[src/rtl/clk_div_pkg.sv]
`default_nettype none
// ============================================================================
// Module   : clk_div_pkg
// Brief    : Shared constants, channel state type and half-period saturation.
// Revision : 1.0
// ============================================================================
package clk_div_pkg;

  localparam int CNT_W        = 20;
  localparam int DEFAULT_HALF = 10230;  // 1.023 MHz -> 50 Hz
  localparam int HALF_1KHZ    = 512;    // approximate code-epoch rate

  typedef enum logic [0:0] {
    CH_IDLE = 1'b0,
    CH_RUN  = 1'b1
  } ch_state_e;

  // A programmed half-period of 0 behaves as 1.
  function automatic logic [31:0] sat_half(input logic [31:0] h);
    return (h == 32'd0) ? 32'd1 : h;
  endfunction

endpackage
`default_nettype wire

[src/rtl/clk_div_bank_if.sv]
`default_nettype none
// ============================================================================
// Module   : clk_div_bank_if
// Brief    : Control and output bundle of the divider bank.
// Revision : 1.0
// ============================================================================
interface clk_div_bank_if #(
  parameter int NUM_CH = 2,
  parameter int CNT_W  = 20
);
  logic [NUM_CH-1:0]       ch_en;
  logic [NUM_CH*CNT_W-1:0] half_period;
  logic                    sync;
  logic [NUM_CH-1:0]       clk_out;
  logic [NUM_CH-1:0]       tick;

  modport master (
    output ch_en, half_period, sync,
    input  clk_out, tick
  );

  modport slave (
    input  ch_en, half_period, sync,
    output clk_out, tick
  );
endinterface
`default_nettype wire

[src/rtl/clk_div_ch.sv]
`default_nettype none
// ============================================================================
// Module   : clk_div_ch
// Brief    : One divider channel; new half-periods are latched only at phase
//            boundaries so no runt phases are produced.
// Revision : 1.0
// ============================================================================
module clk_div_ch #(
  parameter int CNT_W        = 20,
  parameter int DEFAULT_HALF = 10230
) (
  input  wire logic             clk_in,
  input  wire logic             rst,
  input  wire logic             ch_en,
  input  wire logic [CNT_W-1:0] half_period,
  input  wire logic             sync,
  output logic                  clk_out,
  output logic                  tick
);
  import clk_div_pkg::*;

  localparam logic [CNT_W-1:0] C_HP_RST = CNT_W'(DEFAULT_HALF);
  localparam logic [CNT_W-1:0] C_ONE    = CNT_W'(1);

  ch_state_e        w_state;
  logic [CNT_W-1:0] r_cnt;
  logic [CNT_W-1:0] r_hp_q;
  logic             r_clk;
  logic             r_tick;
  logic [CNT_W-1:0] w_cnt_nxt;
  logic [CNT_W-1:0] w_hp_nxt;
  logic [CNT_W-1:0] w_hp_in;
  logic             w_clk_nxt;
  logic             w_tick_nxt;
  logic             w_terminal;

  assign w_hp_in    = CNT_W'(sat_half(32'(half_period)));
  assign w_terminal = (r_cnt == (r_hp_q - C_ONE));

  always_ff @(posedge clk_in or negedge rst) begin
    if (!rst) begin
      r_cnt  <= '0;
      r_hp_q <= C_HP_RST;
      r_clk  <= 1'b0;
      r_tick <= 1'b0;
    end else begin
      r_cnt  <= w_cnt_nxt;
      r_hp_q <= w_hp_nxt;
      r_clk  <= w_clk_nxt;
      r_tick <= w_tick_nxt;
    end
  end

  always_comb begin
    w_state    = ch_en ? CH_RUN : CH_IDLE;
    w_cnt_nxt  = '0;
    w_hp_nxt   = w_hp_in;
    w_clk_nxt  = 1'b0;
    w_tick_nxt = 1'b0;
    case (w_state)
      CH_IDLE: begin
        // Defaults already hold the channel at phase 0 and track the input.
      end
      CH_RUN: begin
        if (sync) begin
          // Sync outranks a coincident terminal count: no toggle, no tick.
        end else if (w_terminal) begin
          w_clk_nxt  = ~r_clk;
          w_tick_nxt = ~r_clk;
        end else begin
          w_cnt_nxt = r_cnt + C_ONE;
          w_hp_nxt  = r_hp_q;
          w_clk_nxt = r_clk;
        end
      end
      default: begin
      end
    endcase
  end

  assign clk_out = r_clk;
  assign tick    = r_tick;

endmodule
`default_nettype wire

[src/rtl/clk_div_bank.sv]
`default_nettype none
// ============================================================================
// Module   : clk_div_bank
// Brief    : NUM_CH independent programmable dividers sharing one sync strobe.
// Revision : 1.0
// ============================================================================
module clk_div_bank #(
  parameter int NUM_CH       = 2,
  parameter int CNT_W        = clk_div_pkg::CNT_W,
  parameter int DEFAULT_HALF = clk_div_pkg::DEFAULT_HALF
) (
  input  wire logic      clk_in,
  input  wire logic      rst,
  clk_div_bank_if.slave  bus
);
  import clk_div_pkg::*;

  generate
    for (genvar i = 0; i < NUM_CH; i++) begin : g_ch
      clk_div_ch #(
        .CNT_W        (CNT_W),
        .DEFAULT_HALF (DEFAULT_HALF)
      ) u_ch (
        .clk_in      (clk_in),
        .rst         (rst),
        .ch_en       (bus.ch_en[i]),
        .half_period (bus.half_period[i*CNT_W +: CNT_W]),
        .sync        (bus.sync),
        .clk_out     (bus.clk_out[i]),
        .tick        (bus.tick[i])
      );
    end
  endgenerate

endmodule
`default_nettype wire

[src/flat_wrapper.sv]
// flat-port wrapper written by rule: the top's interface ports become plain ports
module clk_div_bank_flat import clk_div_pkg::*;
#(
  parameter int NUM_CH       = 2,
  parameter int CNT_W        = clk_div_pkg::CNT_W,
  parameter int DEFAULT_HALF = clk_div_pkg::DEFAULT_HALF
)
  (clk_in, rst, bus_ch_en, bus_half_period, bus_sync, bus_clk_out, bus_tick);
  clk_div_bank_if #(.NUM_CH(NUM_CH), .CNT_W(CNT_W)) bus_i ();
  input  wire logic clk_in;
  input  wire logic rst;
  input wire logic [$bits(bus_i.ch_en)-1:0] bus_ch_en;
  input wire logic [$bits(bus_i.half_period)-1:0] bus_half_period;
  input wire logic [$bits(bus_i.sync)-1:0] bus_sync;
  output wire logic [$bits(bus_i.clk_out)-1:0] bus_clk_out;
  output wire logic [$bits(bus_i.tick)-1:0] bus_tick;
  assign bus_i.ch_en = bus_ch_en;
  assign bus_i.half_period = bus_half_period;
  assign bus_i.sync = bus_sync;
  assign bus_clk_out = bus_i.clk_out;
  assign bus_tick = bus_i.tick;
  clk_div_bank #(.NUM_CH(NUM_CH), .CNT_W(CNT_W), .DEFAULT_HALF(DEFAULT_HALF)) u_core (.clk_in(clk_in), .rst(rst), .bus(bus_i));
endmodule
[config.mk]
export PLATFORM = sky130hd
export DESIGN_NAME = clk_div_bank_flat
export DESIGN_NICKNAME = d
export VERILOG_FILES = /design/src/rtl/clk_div_pkg.sv /design/src/rtl/clk_div_bank_if.sv /design/src/rtl/clk_div_ch.sv /design/src/rtl/clk_div_bank.sv /design/src/flat_wrapper.sv
export SDC_FILE = /design/constraint.sdc
export NUM_CORES = 1
export LEC_CHECK = 0
export ABC_AREA = 1
export CORE_UTILIZATION = 59
export DETAILED_ROUTE_END_ITERATION = 10
export GPL_TIMING_DRIVEN = 0
export PLACE_DENSITY_LB_ADDON = 0.3
export SETUP_SLACK_MARGIN = 0.3
export SLEW_MARGIN = 5
export SYNTH_ARGS = -nofsm -noshare
export SYNTH_HDL_FRONTEND = slang
export SYNTH_SLANG_ARGS = --single-unit
[constraint.sdc]
create_clock -name clk_in -period 2.5 [get_ports clk_in]
set_input_delay 0.75 -clock clk_in [delete_from_list [all_inputs] [get_ports clk_in]]
set_output_delay 0.75 -clock clk_in [all_outputs]
set_load 0.01 [all_outputs]
==> summary.md <==
| Metric | Value |
|---|---|
| Layout cells sized above 1 | 23.7% |
| Crit start category | flip-flop |
| Post-layout util | 79.1% |
| Clock share of power | 34.7% |
| Site Rows | 35 |
| Crit Path Max Fanout | 5 |
| Sequential share of power | 44.9% |
| Largest net degree at the start of global routing | 46 |
| Worst VDD drop | 0.000430 V |
| Skew final | 0.0155 ns |
| Sw Ratio | 28.8% |
| Top cell type's share of synthesized area | 28.6% |
| Combinational share of power | 20.3% |
| I/O Buffers | 48 |
| RSZ-0062 raised after global routing | true |
| Initial core utilization | 60.6% |
| Core Region | 9240 sq um |
| Post-Layout Cell Count | 1012 |
| Reported net switching power | 980 uW |
| Cell area power density | 466 nW/um^2 |
| Die width | 99.4 um |
| Critical Path AT | 2.58 ns |
| Yosys reg bits | 84 |
| Critical Path End Type | flip-flop |
| Via density | 5.64 |
| Max Freq | 428 MHz |
| Final min period | 2.33 ns |
| Initial antenna violation count | 0 |
| CTS Buf Count | 9 |
| Leak | 0.00339 uW |
| Outcome | completed |
| Avg WL per Cell | 15.7 um |
| Syn nets | 842 |
| GP Congestion | 0.917 |
| CTS clk-pin slew, worst paths | 0.09 ns |
| Top post-synthesis cells by area | dfrtp_1 29%, nand2_1 17%, dfstp_2 9.4% |
| Hold Path Class | in -> async |
| First-pass GRT wire length | 24200 um |
| Clk sinks | 84 |
| Vias | 5707 |
| Maxcap violations | 0 |
| Cell taking the most area after synthesis | dfrtp_1 |
| Final ANT Viol Nets | 0 |
| Final setup violation count | 0 |
| Seq/Total Area, Yosys | 38.0% |
| DR iter-0 viols | 415 |
| Nets | 928 |
| Setup ws final | 0.166 ns |
| Clock buffer depth | 2 |
| Synthesis Warnings | 0 |
| Final Hold Fails | 0 |
| Syn Area/Cell | 7.06 sq um |
| Post-synth ARST share | 100% |
| Crit share post-route | 93.4% |
| Most common cell after layout, fill and taps aside | nand2_1 |
| Final Routed Wirelength | 15900 um |
| Synthesis-to-layout area growth | 30.4% |
| Int Pwr | 2430 uW |
| Place WS | 0.141 ns |
| Worst-margin pin slew | 0.745 ns |
| Clk Latency, worst-skew pair | 0.37 ns |
| GRT Total Usage | 31.0% |
| Pins Over Slew Limit | 0 |
| Synthesized instance count | 793 |
| GR Overflow Total | 0 |
| Die area | 9890 sq um |
| Root cell of the clock tree | clkbuf_8 |
| Most frequent cells in the layout | 213 x nand2_1, 81 x nand3_1, 71 x nor2_1 |
| Post-Syn Area | 5600 sq um |
| Vias in the first global route | 5304 |
| Critical path type | reg -> reg |
| Drt pass-1 iters | 5 |
| CTS tree | done |
| H-Tree Depth | 3 |
| Worst EP required | 2.74 ns |
| I/O pins | 49 |
| Dpl hpwl | 10300 um |
| Relative slew slack | 49.9% |
| Depth of the most critical reg-to-reg path | 16 |
| DRC errors left | 0 |
| Ant. Diodes | 0 |
| Hold WS | 0.370 ns |
| Die Span Y | 99.4 um |
| Hold Buf Count CTS | 0 |
| Post-synth EDFFs | 0 |
| Synth Flop Type | dfrtp_1 |
| Inst Count DP | 971 |
| Synth unique cells | 36 |
-- cell families (layout without fill, tap and decap cells) --
kind of cell	Yosys count	after routing	synth area share (%)
AO/OA/AOI/OAI	15	15	1.59
XOR/XNOR	66	66	10.3
adder cells (fa/ha/maj)	4	4	0.893
buffers and inverters	97	186	7.75
flip-flops	84	84	38.0
AND/OR/NAND/NOR	527	528	41.5
-- cells in the mapped netlist, types with 2 or more instances --
| cell type | n |
|---|---|
| o21ai_0 | 7 |
| nand4_1 | 21 |
| nor4_1 | 11 |
| nand3_2 | 3 |
| a21oi_1 | 2 |
| clkinv_1 | 2 |
| nand2_2 | 4 |
| xnor2_1 | 20 |
| xor2_1 | 46 |
| nor2_2 | 8 |
| buf_1 | 4 |
| inv_1 | 70 |
| dfstp_2 | 20 |
| nor3_1 | 3 |
| nand2_1 | 252 |
| ha_1 | 4 |
| dfrtp_1 | 64 |
| buf_2 | 5 |
| nand3_1 | 83 |
| inv_2 | 2 |
| nor2_4 | 4 |
| nand3b_1 | 11 |
| and2_1 | 2 |
| nor2_1 | 120 |
| buf_6 | 4 |
| buf_4 | 9 |
| o21bai_1 | 3 |
-- sequential cells by signal (all words and copies together) (netlist names) --
| register | count |
|---|---|
| u_core.g_ch.u_ch.tick | 2 |
| u_core.g_ch.u_ch.r_hp_q | 40 |
| u_core.g_ch.u_ch.r_cnt | 40 |
| u_core.g_ch.u_ch.clk_out | 2 |
-- power by group through the flow --
stage / logic, uW / registers [uW] / clock network [uW]
3_3_place_gp: 505 / 1550 / 0
3_5_place_dp: 531 / 1550 / 0
5_1_grt: 761 / 1540 / 1240
4_1_cts: 580 / 1520 / 1180
2_1_floorplan: 341 / 1520 / 0
6_report: 693 / 1530 / 1180
-- through the flow --
stage | TNS [ns] | power (uW) | instance area [sq um]
final | 0 | 3410 | 7300
after global placement | -168.15 | 2050 | 6240
after global routing | 0 | 3530 | 7300
after detailed placement | 0 | 2080 | 6260
after floorplan | 0 | 1870 | 5600
after CTS | 0 | 3290 | 6720
-- final cells by class --
cell class,instances,area [sq um]
fillers,621,1940
clock inverters,5,100
flip-flops and latches,84,2130
repair buffers,74,815
clock buffers,10,138
plain buffers,23,210
inverters,74,278
well taps,129,161
multi-input cells,613,3470
-- routing by layer --
| metal | up-vias | track usage, % | share of wire [%] |
|---|---|---|---|
| met2 | 256 | 51.0 | 48 |
| met3 | 50 | 5.20 | 6.4 |
| met4 | 0 | 10.3 | 2.2 |
| li1 | 2672 | - | - |
| met5 | - | 0 | 0 |
| met1 | 2729 | 42.0 | 43 |
-- worst max-delay path, stage by stage (launching register included) --
cell     delay (ns)
dfstp_2        0.55
inv_2          0.05
ha_4           0.17
nand2_1        0.11
nand2_1        0.06
nand2_1        0.08
nand2_1        0.06
nor2_1         0.13
nand2_1        0.08
nor2_2         0.10
nand2_1        0.08
nor2_2         0.13
nand3_2        0.16
nand2_4        0.14
buf_6          0.13
buf_8          0.13
nor2_2         0.04
-- what timing repair did --
item | CTS | global route
buffers inserted | 8 | 9
hold endpoints to repair | 0 | 0
resized for setup | 38 | 123
pin swaps | 11 | 23
gates cloned | 4 | 5
setup endpoints to repair | 81 | 84
-- final timing paths --
check                                         startpoint                        endpoint  slack (ns)
setup / recovery           u_core.g_ch[0].u_ch.r_hp_q[1]   u_core.g_ch[0].u_ch.r_cnt[14]        0.17
hold / removal                                       rst  u_core.g_ch[1].u_ch.r_hp_q[11]        0.37
setup reg to reg           u_core.g_ch[0].u_ch.r_hp_q[1]   u_core.g_ch[0].u_ch.r_cnt[14]        0.17
hold reg to reg             u_core.g_ch[1].u_ch.r_cnt[0]    u_core.g_ch[1].u_ch.r_cnt[0]        0.51
max in group asynchronous                            rst  u_core.g_ch[0].u_ch.r_hp_q[13]        1.43
min in group clk_in         u_core.g_ch[1].u_ch.r_cnt[0]    u_core.g_ch[1].u_ch.r_cnt[0]        0.51
Note: power is estimated with default switching activity, not from simulation.
